==> config.mk <==
export PLATFORM = sky130hd
export DESIGN_NAME = dice_turn_controller
export DESIGN_NICKNAME = d
export VERILOG_FILES = /design/src/rtl/dice_race_pkg.sv /design/src/rtl/dice_confirm_counter.sv /design/src/rtl/dice_turn_controller.sv
export SDC_FILE = /design/constraint.sdc
export NUM_CORES = 1
export LEC_CHECK = 0
export BUFFER_PORTS_ARGS = -buffer_cell sky130_fd_sc_hd__buf_2
export CAP_MARGIN = 10
export CORE_ASPECT_RATIO = 0.7
export CORE_MARGIN = 2
export CORE_UTILIZATION = 30
export DETAILED_ROUTE_END_ITERATION = 8
export GPL_ROUTABILITY_DRIVEN = 0
export SETUP_SLACK_MARGIN = 0.15
export SLEW_MARGIN = 20
export SYNTH_ARGS = -nofsm -noshare
export SYNTH_HDL_FRONTEND = slang
export SYNTH_SLANG_ARGS = --single-unit
==> constraint.sdc <==
create_clock -name clk -period 2.6 [get_ports clk]
set_input_delay 0.52 -clock clk [delete_from_list [all_inputs] [get_ports clk]]
set_output_delay 0.52 -clock clk [all_outputs]
set_load 0.05 [all_outputs]
==> src/rtl/dice_race_pkg.sv <==
// Shared types and widths for the dice race game.
// Contents:
//   color_t      - filtered colour code from the detector (NONE/RED/GREEN/BLUE)
//   turn_state_t - turn sequencer FSM states, encodings visible on turn_state
//   PLAYER_W     - width of a player ID
//   POS_W        - width of one board position
package dice_race_pkg;

    localparam int PLAYER_W = 2;
    localparam int POS_W    = 5;

    typedef enum logic [1:0] {
        NONE  = 2'd0,
        RED   = 2'd1,
        GREEN = 2'd2,
        BLUE  = 2'd3
    } color_t;

    typedef enum logic [2:0] {
        WAIT_ROLL = 3'd0,
        DETECT    = 3'd1,
        MOVE      = 3'd2,
        CHECK     = 3'd3,
        NEXT      = 3'd4,
        GAME_OVER = 3'd5
    } turn_state_t;

endpackage

==> src/rtl/dice_confirm_counter.sv <==
// Roll confirmation counters: tracks the candidate step value, how many
// consecutive frames agreed on it, and how many frames have been seen.
// Ports:
//   clk, reset_n       - clock, asynchronous active-low reset
//   clear              - synchronous clear of all counters (dominates)
//   result_ready       - one pulse per detector frame
//   steps              - steps reported for this frame (0 = nothing seen)
//   confirmed          - this frame completes CONFIRM_COUNT matching results
//   confirmed_steps    - the step value being confirmed
//   timed_out          - this frame exhausts TIMEOUT_FRAMES without a confirm
module dice_confirm_counter
    import dice_race_pkg::*;
#(
    parameter int CONFIRM_COUNT  = 3,
    parameter int TIMEOUT_FRAMES = 90
) (
    input  logic       clk,
    input  logic       reset_n,
    input  logic       clear,
    input  logic       result_ready,
    input  logic [1:0] steps,
    output logic       confirmed,
    output logic [1:0] confirmed_steps,
    output logic       timed_out
);

    logic [1:0] cand_q, cand_d;
    logic [2:0] match_q, match_d;
    logic [7:0] frame_q, frame_d;

    // Next counter values for the current frame. The verdicts are taken from
    // the updated counts so the FSM can react on the same result_ready edge.
    // A confirm on the last allowed frame wins over the timeout.
    always_comb begin
        cand_d  = cand_q;
        match_d = match_q;
        frame_d = frame_q;
        if (result_ready) begin
            frame_d = frame_q + 8'd1;
            if (steps == 2'd0) begin
                match_d = 3'd0;
            end else if (steps == cand_q && match_q != 3'd0) begin
                match_d = match_q + 3'd1;
            end else begin
                cand_d  = steps;
                match_d = 3'd1;
            end
        end
        confirmed       = result_ready && (match_d == 3'(CONFIRM_COUNT));
        timed_out       = result_ready && !confirmed && (frame_d == 8'(TIMEOUT_FRAMES));
        confirmed_steps = cand_d;
    end

    // Counter registers. The owner holds clear high outside the detection
    // window, so every detection attempt starts from zero.
    always_ff @(posedge clk or negedge reset_n) begin
        if (!reset_n) begin
            cand_q  <= 2'd0;
            match_q <= 3'd0;
            frame_q <= 8'd0;
        end else if (clear) begin
            cand_q  <= 2'd0;
            match_q <= 3'd0;
            frame_q <= 8'd0;
        end else begin
            cand_q  <= cand_d;
            match_q <= match_d;
            frame_q <= frame_d;
        end
    end

endmodule

==> src/rtl/dice_turn_controller.sv <==
// Turn sequencer for the dice race game: arms detection on roll, confirms a
// dice result, hands the move to the board FSM via valid/ready, tracks
// positions, declares the winner and rotates turns.
// Ports:
//   clk, reset_n                  - clock, asynchronous active-low reset
//   new_game                      - synchronous clear of the whole game
//   roll_btn                      - single-cycle roll request
//   result_ready/stable_color/
//   movement_steps                - filtered detector result, one per frame
//   detect_enable                 - high while detecting
//   move_valid/move_player/
//   move_steps/move_ready         - move handshake to the board FSM
//   current_player                - whose turn it is
//   position                      - packed positions, player 0 in the LSBs
//   timeout_pulse                 - one-cycle pulse when a roll is abandoned
//   winner_valid/winner_id        - game result, held until new_game
//   turn_state                    - debug view of the FSM state
module dice_turn_controller
    import dice_race_pkg::*;
#(
    parameter int NUM_PLAYERS    = 2,
    parameter int CONFIRM_COUNT  = 3,
    parameter int TIMEOUT_FRAMES = 90,
    parameter int BOARD_LEN      = 20
) (
    input  logic                         clk,
    input  logic                         reset_n,
    input  logic                         new_game,
    input  logic                         roll_btn,
    input  logic                         result_ready,
    input  logic [1:0]                   stable_color,
    input  logic [1:0]                   movement_steps,
    output logic                         detect_enable,
    output logic                         move_valid,
    output logic [PLAYER_W-1:0]          move_player,
    output logic [1:0]                   move_steps,
    input  logic                         move_ready,
    output logic [PLAYER_W-1:0]          current_player,
    output logic [POS_W*NUM_PLAYERS-1:0] position,
    output logic                         timeout_pulse,
    output logic                         winner_valid,
    output logic [PLAYER_W-1:0]          winner_id,
    output logic [2:0]                   turn_state
);

    turn_state_t       state_q;
    logic [POS_W-1:0]  pos_q [NUM_PLAYERS];

    logic              cnt_clear;
    logic [1:0]        steps_eff;
    logic              confirmed;
    logic [1:0]        confirmed_steps;
    logic              timed_out;

    logic [POS_W-1:0]  sel_pos;
    logic [POS_W:0]    pos_sum;
    logic [POS_W-1:0]  sat_pos;
    logic [PLAYER_W-1:0] next_player;

    // Counters only run while detecting; clearing them at all other times
    // also guarantees a fresh start on every entry to DETECT, and a frame
    // arriving on the roll edge itself is dropped.
    assign cnt_clear = new_game || (state_q != DETECT);

    // A NONE colour never counts as a move even if the step mapping glitches.
    assign steps_eff = (color_t'(stable_color) == NONE) ? 2'd0 : movement_steps;

    dice_confirm_counter #(
        .CONFIRM_COUNT  (CONFIRM_COUNT),
        .TIMEOUT_FRAMES (TIMEOUT_FRAMES)
    ) u_confirm (
        .clk             (clk),
        .reset_n         (reset_n),
        .clear           (cnt_clear),
        .result_ready    (result_ready),
        .steps           (steps_eff),
        .confirmed       (confirmed),
        .confirmed_steps (confirmed_steps),
        .timed_out       (timed_out)
    );

    // Position of the moving player, its saturated new value, and the next
    // player in rotation. The sum uses one extra bit so it cannot wrap before
    // saturation.
    always_comb begin
        sel_pos = '0;
        for (int i = 0; i < NUM_PLAYERS; i++) begin
            if (PLAYER_W'(i) == move_player) begin
                sel_pos = pos_q[i];
            end
        end
        pos_sum     = {1'b0, sel_pos} + {{(POS_W-1){1'b0}}, move_steps};
        sat_pos     = (pos_sum > (POS_W+1)'(BOARD_LEN)) ? POS_W'(BOARD_LEN) : pos_sum[POS_W-1:0];
        next_player = (current_player == PLAYER_W'(NUM_PLAYERS-1)) ? '0 : current_player + 1'b1;
    end

    // Turn FSM with registered outputs. new_game dominates every state and
    // also drops a pending move offer.
    always_ff @(posedge clk or negedge reset_n) begin
        if (!reset_n) begin
            state_q        <= WAIT_ROLL;
            detect_enable  <= 1'b0;
            move_valid     <= 1'b0;
            move_player    <= '0;
            move_steps     <= 2'd0;
            current_player <= '0;
            timeout_pulse  <= 1'b0;
            winner_valid   <= 1'b0;
            winner_id      <= '0;
            for (int i = 0; i < NUM_PLAYERS; i++) pos_q[i] <= '0;
        end else if (new_game) begin
            state_q        <= WAIT_ROLL;
            detect_enable  <= 1'b0;
            move_valid     <= 1'b0;
            move_player    <= '0;
            move_steps     <= 2'd0;
            current_player <= '0;
            timeout_pulse  <= 1'b0;
            winner_valid   <= 1'b0;
            winner_id      <= '0;
            for (int i = 0; i < NUM_PLAYERS; i++) pos_q[i] <= '0;
        end else begin
            timeout_pulse <= 1'b0;
            case (state_q)
                WAIT_ROLL: begin
                    if (roll_btn) begin
                        state_q       <= DETECT;
                        detect_enable <= 1'b1;
                    end
                end
                DETECT: begin
                    if (confirmed) begin
                        state_q       <= MOVE;
                        detect_enable <= 1'b0;
                        move_valid    <= 1'b1;
                        move_steps    <= confirmed_steps;
                        move_player   <= current_player;
                    end else if (timed_out) begin
                        state_q       <= WAIT_ROLL;
                        detect_enable <= 1'b0;
                        timeout_pulse <= 1'b1;
                    end
                end
                MOVE: begin
                    if (move_ready) begin
                        for (int i = 0; i < NUM_PLAYERS; i++) begin
                            if (PLAYER_W'(i) == move_player) pos_q[i] <= sat_pos;
                        end
                        move_valid <= 1'b0;
                        state_q    <= CHECK;
                    end
                end
                CHECK: begin
                    if (sel_pos == POS_W'(BOARD_LEN)) begin
                        state_q      <= GAME_OVER;
                        winner_valid <= 1'b1;
                        winner_id    <= move_player;
                    end else begin
                        state_q <= NEXT;
                    end
                end
                NEXT: begin
                    current_player <= next_player;
                    state_q        <= WAIT_ROLL;
                end
                GAME_OVER: begin
                    state_q <= GAME_OVER;
                end
                default: begin
                    state_q <= WAIT_ROLL;
                end
            endcase
        end
    end

    assign turn_state = state_q;

    for (genvar g = 0; g < NUM_PLAYERS; g++) begin : g_pos
        assign position[g*POS_W +: POS_W] = pos_q[g];
    end

endmodule

==> metrics.md, run 1 <==
| Metric | Value |
|---|---|
| Syn-to-layout area delta | 26.1% |
| Ant diodes | 0 |
| Via-to-Cell Ratio | 5.02 |
| Most frequent cell after synthesis | dfrtp_1 |
| Syn. warnings | 0 |
| Area fraction of the dominant cell type after synthesis | 41.8% |
| Critical path's slowest cell | fa_2 |
| Total global routing overflow | 0 |
| Worst Tran Pin Value | 665 ps |
| RR Endpoint | position[0] |
| R2r setup slk | roughly 130 ps |
| Final hold vios | 0 |
| Netlist Area Pre-Place | 2280 um2 |
| Global-route wire length before repair | roughly 9 mm |
| Final setup fails | 0 |
| Yosys cell types | 53 |
| Slew HR | 54.4% |
| Crit start category | register |
| Wire length on met2 | between 2 and 2.5 mm |
| Worst setup path start | move_player[0] |
| Num CTS Buffers | 5 |
| Dpl hpwl | a little under 4 mm |
| Clock H-tree levels | 2 |
| Register area share after synthesis | 41.8% |
| Max Buffers Root-to-Sink | 2 |
| Clk pin slew, worst setup/hold paths | 80 ps |
| Reg2Reg Depth | 9 |
| Top cells by area in the synthesized netlist | dfrtp_1 42%, nor2_1 4.1%, mux2i_1 4.0% |
| M1 wire length | 3.06 mm |
| Fin Hold WS | 156 ps |
| Clock Skew | 7.96 ps |
| Core area | approximately 7300 um2 |
| Routed wire per std cell | between 10 and 15 um |
| Rows | 26 |
| Post-synth ARST share | 100% |
| Initial antenna violation count | 0 |
| CTS tree | yes |
| WP depth | 9 |
| # port buffers | 34 |
| Width of the chip | 108 um |
| EDFF count, synth | 0 |
| # nets final | 302 |
| Share of layout cells above drive strength 1 | 28.9% |
| Total of max-cap violations | 0 |
| Worst R2R Start | move_player[0] |
| Via count | 1,932 |
| CP Capture Type | register |
| Period Utilization, post-route | a little over nine tenths |
| Clock Latency Late Sink | between 200 and 300 ps |
| Hold Path Class | input pin to async pin |
| Clock root buffer | clkbuf_8 |
| Pleak | 1.29 nW |
| Initial drt markers | 111 |
| Die Ht | 76.9 um |
| Largest area contributor in the netlist | dfrtp_1 |
| Metal3 WL | between 200 and 300 um |
| Max-slew violations | 0 |
| Max Used Layer | met4 |
| Run status | completed |
| VDD IR max | 0.231 mV |
| Top FF cell, synth | dfrtp_1 |
| Fmax | 405 MHz |
| All-Layer GR Usage | between 10% and 20% |
| Post-route insts no fill | 385 |
| # IOs | 35 |
| Vias in the first global route | 1,715 |
| WP buf/inv | 1 |
| Antenna Nets Post-Route | 0 |
| Mapped Cells | 240 |
| Syn Area/Cell | 9.49 um2 |
| CP Data Arrival Time | approximately 2700 ps |
| Worst EP required | 2780 ps |
| Min Tclk post-route | 2470 ps |
| Placed Cells | 367 |
| Power per cell area | 491 nW/um2 |
| Routed WL | 5.69 mm |
| Die area | roughly 8300 um2 |
| Crit-path cells | mux2i_1 -> nor2_1 -> ha_2 -> inv_2 -> fa_2 -> o311ai_4 -> a21oi_2 -> o21ai_4 -> o41ai_2 |
| Setup TNS | 0 ps |
| Post-synth top cells | 38 x dfrtp_1, 25 x nor2_1, 23 x nand2_1 |
| Hold Buf Count CTS | 0 |
| Synth Net Count | 256 |
| RSZ-0062 raised after global routing | true |
| Drt drc | 0 |
| CP Class | register to register |
| Crit path max fanout | 5 |
| Post-synthesis register bit count | 38 |
| Crit-path max cell delay | 590 ps |
| Fillers | 721 |
| Crit-path leading delay family | compound AO/OA/AOI/OAI gates |
| Largest net degree at the start of global routing | 19 |
| Starting density of the core | a little under a third |
| First-pass iteration count of the detailed router | 4 |
| Sink Count | 38 |
cell type report:
type | count | area (um2) | area share (%)
Tap cell | 98 | 123 | 4.27
Timing Repair Buffer | 48 | 275 | 9.59
Multi-Input combinational cell | 182 | 1340 | 46.5
Inverter | 11 | 41.3 | 1.44
Clock buffer | 6 | 82.6 | 2.88
Sequential cell | 38 | 953 | 33.2
Clock inverter | 2 | 60.1 | 2.09
cell families after synthesis:
| kind of cell | after synthesis | synth area share, % |
|---|---|---|
| AND/OR/NAND/NOR | 95 | 22.1 |
| AO/OA/AOI/OAI | 54 | 16.9 |
| flip-flops | 38 | 41.8 |
| buffers and inverters | 20 | 3.68 |
| XOR/XNOR | 14 | 6.04 |
| multiplexers | 13 | 5.93 |
| adder cells (fa/ha/maj) | 6 | 3.63 |
cell usage in the layout (no fill, tap or decap), types with 4 or more instances in the layout:
master,instances
dfrtp_1,36
buf_2,34
nor2_1,25
nand2_1,23
a21oi_1,14
buf_4,14
inv_1,10
xor2_1,9
mux2i_1,9
nand2b_1,8
nor3_1,7
and3_1,6
clkbuf_8,6
nand4_1,5
nor2b_1,4
nand3_1,4
a21oi_2,4
mux2_2,4
ha_1,4
worst max path at each step:
stage                  endpoint  slack (ps)
floorplan           position[4]         190
global placement    position[3]         290
detailed placement  position[1]         180
CTS                 position[5]         140
global route        position[0]          30
finish              position[0]         130
routing by layer:
layer / global-route usage [%] / up-vias
li1: - / 956
met5: 0 / -
met3: 2.98 / 2
met2: 17.2 / 41
met1: 21.7 / 933
met4: 4.74 / 0
through the flow:
stage	setup slack (ps)	utilization [%]	power, mW	area [um2]
final	130	39.2	1.41	2870
after global placement	286	35.0	0.786	2560
after CTS	142	37.0	1.41	2710
after global routing	30.3	39.2	1.46	2870
after detailed placement	184	35.0	0.786	2560
after floorplan	190	-	0.731	2280
flip-flops by register name, summed over array words and instances (netlist names), 3 cells and up:
name,cells
position,10
u_confirm.match_q,3
turn_state,3
u_confirm.frame_q,8
power breakdown:
group | leakage (nW) | internal, mW | switching [mW]
Combinational | 0.698 | 0.0472 | 0.113
Clock | 0.0714 | 0.409 | 0.218
Sequential | 0.523 | 0.602 | 0.0201
timing repair:
item / in CTS / in global routing
setup buffers: 0 / 10
endpoints found under the setup margin: 2 / 10
pin swaps: 0 / 7
gates resized for setup: 0 / 16
cloned: 0 / 0
Note: power is estimated with default switching activity, not from simulation.
==> inputs of run 2 (changes only) <==
Settings changed: SYNTH_HIERARCHICAL set to 1.
==> run 2 against run 1 <==
Sequential share of layout area rose by 1.8 points. Worst setup slack gained 72 ps. Clock skew is 5.1 ps lower. Count of clock-buffer cells in the layout is 1 lower. Die area up 0.10%. Critical endpoint is now position[7]. Total power is 6.5% lower. Utilization fell by 2.1 points. Clock power is 20% lower. Flip-flop and latch count unchanged. Synthesized cell count down 2.1%. Hold slack improved by 180 ps. Cell area is 5.3% lower.
==> metrics.md, run 2 <==
| Metric | Value |
|---|---|
| Starting density of the core | 31.1% (about the same) |
| Worst R2R Start | move_player[0] (unchanged) |
| Largest area contributor in the netlist | dfrtp_1 (unchanged) |
| Post-synthesis register bit count | 38 (unchanged) |
| CP Capture Type | register (unchanged) |
| Drt drc | 0 (unchanged) |
| # nets final | 292 (was 302) |
| Crit start category | register (unchanged) |
| Switching Share | 28.3% (was 24.9%) |
| Max Buffers Root-to-Sink | 2 (unchanged) |
| Pre-CTS setup slack | 63.7 ps (was 184 ps) |
| Final Util | 37.2% (was 39.2%) |
| Global-route wire length before repair | 9.03 mm (was 8.78 mm) |
| Max-slew violations | 0 (unchanged) |
| Initial drt markers | 112 (was 111) |
| Power per cell area | 485 nW/um2 (was 491 nW/um2) |
| Clock power frac | 37.8% (was 44.5%) |
| Most frequent cell after synthesis | dfrtp_1 (unchanged) |
| Dpl hpwl | 3.85 mm (was 3.96 mm) |
| Sequential fraction of design power | 47.8% (was 44.2%) |
| Vias in the first global route | 1,837 (was 1,715) |
| Run status | completed (unchanged) |
| Total of max-cap violations | 0 (unchanged) |
| Syn-to-layout area delta | 19.3% (was 26.1%) |
| Most frequent cells in the layout | 36 x dfrtp_1, 34 x buf_2, 31 x nor2_1, 19 x nand2_1, 13 x a21oi_1 (was 36 x dfrtp_1, 34 x buf_2, 25 x nor2_1, 23 x nand2_1) |
| Initial antenna violation count | 0 (unchanged) |
| RSZ-0062 raised after global routing | true (unchanged) |
| Clock H-tree levels | 2 (unchanged) |
| Via count | 1,847 (was 1,932) |
| Combinational power share | 14.3% (was 11.3%) |
| Synth Net Count | 251 (was 256) |
| Yosys cell types | 60 (was 53) |
| # port buffers | 34 (unchanged) |
| # IOs | 35 (unchanged) |
| Largest net degree at the start of global routing | 39 (was 19) |
| Net load switching power | 0.373 mW (was 0.351 mW) |
| Share of layout cells above drive strength 1 | 26.7% (was 28.9%) |
| Sink Count | 38 (unchanged) |
| Clock Latency Late Sink | 290 ps (about the same) |
| Syn Area/Cell | 9.70 um2 (was 9.49 um2) |
| Setup TNS | 0 ps (unchanged) |
| First-pass iteration count of the detailed router | 4 (unchanged) |
| Clk pin slew, worst setup/hold paths | 80 ps (about the same) |
| Top FF cell, synth | dfrtp_1 (unchanged) |
| CP Class | register to register (unchanged) |
| Period Utilization, post-route | 92.2% (was 95.0%) |
| Num CTS Buffers | 5 (unchanged) |
| Final setup fails | 0 (unchanged) |
| Top cells by area in the synthesized netlist | dfrtp_1 42%, nor2_1 5.3%, mux2i_1 3.5% (was dfrtp_1 42%, nor2_1 4.1%, mux2i_1 4.0%) |
| Clock Skew | 2.85 ps (was 7.96 ps) |
| Antenna Nets Post-Route | 0 (unchanged) |
| Worst Tran Pin Value | 869 ps (was 665 ps) |
| Hold Buf Count CTS | 0 (unchanged) |
| Routed WL | 5.31 mm (was 5.69 mm) |
| Commonest non-fill, non-tap cell in the layout | dfrtp_1 (unchanged) |
| Fmax | 417 MHz (was 405 MHz) |
| Mapped Cells | 235 (was 240) |
| Syn. warnings | 6 (was 0) |
| Post-synth top cells | 38 x dfrtp_1, 32 x nor2_1, 19 x nand2_1 (was 38 x dfrtp_1, 25 x nor2_1, 23 x nand2_1) |
| CP Data Arrival Time | 2570 ps (was 2650 ps) |
| Pleak | 1.23 nW (was 1.29 nW) |
| Width of the chip | 108 um (about the same) |
| Routed wire per std cell | 14.2 um (was 14.8 um) |
| Min Tclk post-route | 2400 ps (was 2470 ps) |
| Slew HR | 42.1% (was 54.4%) |
| PnR worst setup slack | 203 ps (was 130 ps) |
| Total Power | 1.32 mW (was 1.41 mW) |
| Via-to-Cell Ratio | 4.93 (was 5.02) |
| Post-synth ARST share | 100% (unchanged) |
| EDFF count, synth | 0 (unchanged) |
| All-Layer GR Usage | 13.8% (was 13.5%) |
| Crit path max fanout | 4 (was 5) |
| Worst EP required | 2780 ps (about the same) |
| CTS tree | yes (unchanged) |
| Total global routing overflow | 0 (unchanged) |
| Worst setup path start | move_player[0] (unchanged) |
| Ant diodes | 0 (unchanged) |
| Core area | 7320 um2 (unchanged) |
| Internal power | 0.946 mW (was 1.06 mW) |
| Hold Path Class | input pin to async pin (unchanged) |
| Clock root buffer | clkbuf_8 (unchanged) |
| Netlist Area Pre-Place | 2280 um2 (about the same) |
| Final hold vios | 0 (unchanged) |
| Die Ht | 76.9 um (about the same) |
| Area fraction of the dominant cell type after synthesis | 41.7% (was 41.8%) |
| VDD IR max | 0.220 mV (was 0.231 mV) |
| Die area | 8320 um2 (about the same) |
| Rows | 26 (unchanged) |
| Max reg flops | 10 (unchanged) |
| Register area share after synthesis | 41.7% (was 41.8%) |
## run 2: changes by cell type after synthesis, sizes merged, moves of 3 or more
cell / before / now
and3: 6 / 1
xor2: 10 / 5
nand2: 23 / 19
nand2b: 8 / 4
buf: 3 / 7
a21oi: 18 / 15
o21ai: 7 / 10
nor2: 25 / 33
xnor2: 4 / 7
## run 2: worst max-delay path, cell delays in order (launching register included)
cell      delay [ps]
dfrtp_2          430
mux2i_1          130
nor2_1           150
ha_2             250
fa_1             460
nor2_2           140
a211oi_2          90
o21ai_2          200
a31oi_1          140
mux2_1           300
## run 2: logic make-up (layout without fill, tap and decap cells)
family | count (synthesis) | after routing | share of synthesized area [%]
AO/OA/AOI/OAI | 46 | 46 | 15.4
XOR/XNOR | 12 | 12 | 4.61
adder cells (fa/ha/maj) | 6 | 6 | 3.62
buffers and inverters | 20 | 62 | 3.90
flip-flops | 38 | 38 | 41.7
multiplexers | 16 | 16 | 8.56
AND/OR/NAND/NOR | 97 | 97 | 22.2
## run 2: through the flow
stage	hold WS, ps	area [um2]	std cells
after global placement	500	2580	364
after detailed placement	502	2580	364
after floorplan	224	2290	235
after CTS	374	2690	372
final	341	2720	375
after global routing	401	2720	375
## run 2: worst paths after layout
check	slack (ps)	cells past startpoint	to
worst max-delay path	200	9	position[7]
worst min-delay path	340	1	u_confirm/frame_q[1]
worst max register to register	200	9	position[7]
worst min register to register	510	2	winner_valid
max in group asynchronous	1660	1	move_player[0]
min in group clk	510	2	winner_valid
## run 2: layout make-up
type | instances | area, um2
clock inverter | 3 | 40.0
timing repair buffer | 45 | 253
tap | 98 | 123
fill | 736 | 4600
sequential | 38 | 953
multi-input combinational | 177 | 1250
inverter | 9 | 33.8
clock buffer | 5 | 68.8
## run 2: what timing repair did
action                                  4_1_cts  5_1_grt
buffers inserted                              0        3
hold endpoints to repair                      0        0
endpoints found under the setup margin        0        5
gates resized for setup                       0        1
## run 2: layer usage
layer,vias to the layer above,part of all wire (%),track usage (%)
met3,11,5.4,3.74
met4,0,1.9,5.26
met2,46,40,19.1
li1,927,-,-
met1,863,52,20.1
met5,-,0,0
## run 2: power by group through the flow
stage / Clock (mW) / Sequential (mW) / Combinational [mW]
5_1_grt: 0.544 / 0.635 / 0.212
3_5_place_dp: 0 / 0.641 / 0.190
4_1_cts: 0.517 / 0.630 / 0.190
2_1_floorplan: 0 / 0.658 / 0.116
6_report: 0.499 / 0.631 / 0.189
3_3_place_gp: 0 / 0.641 / 0.190
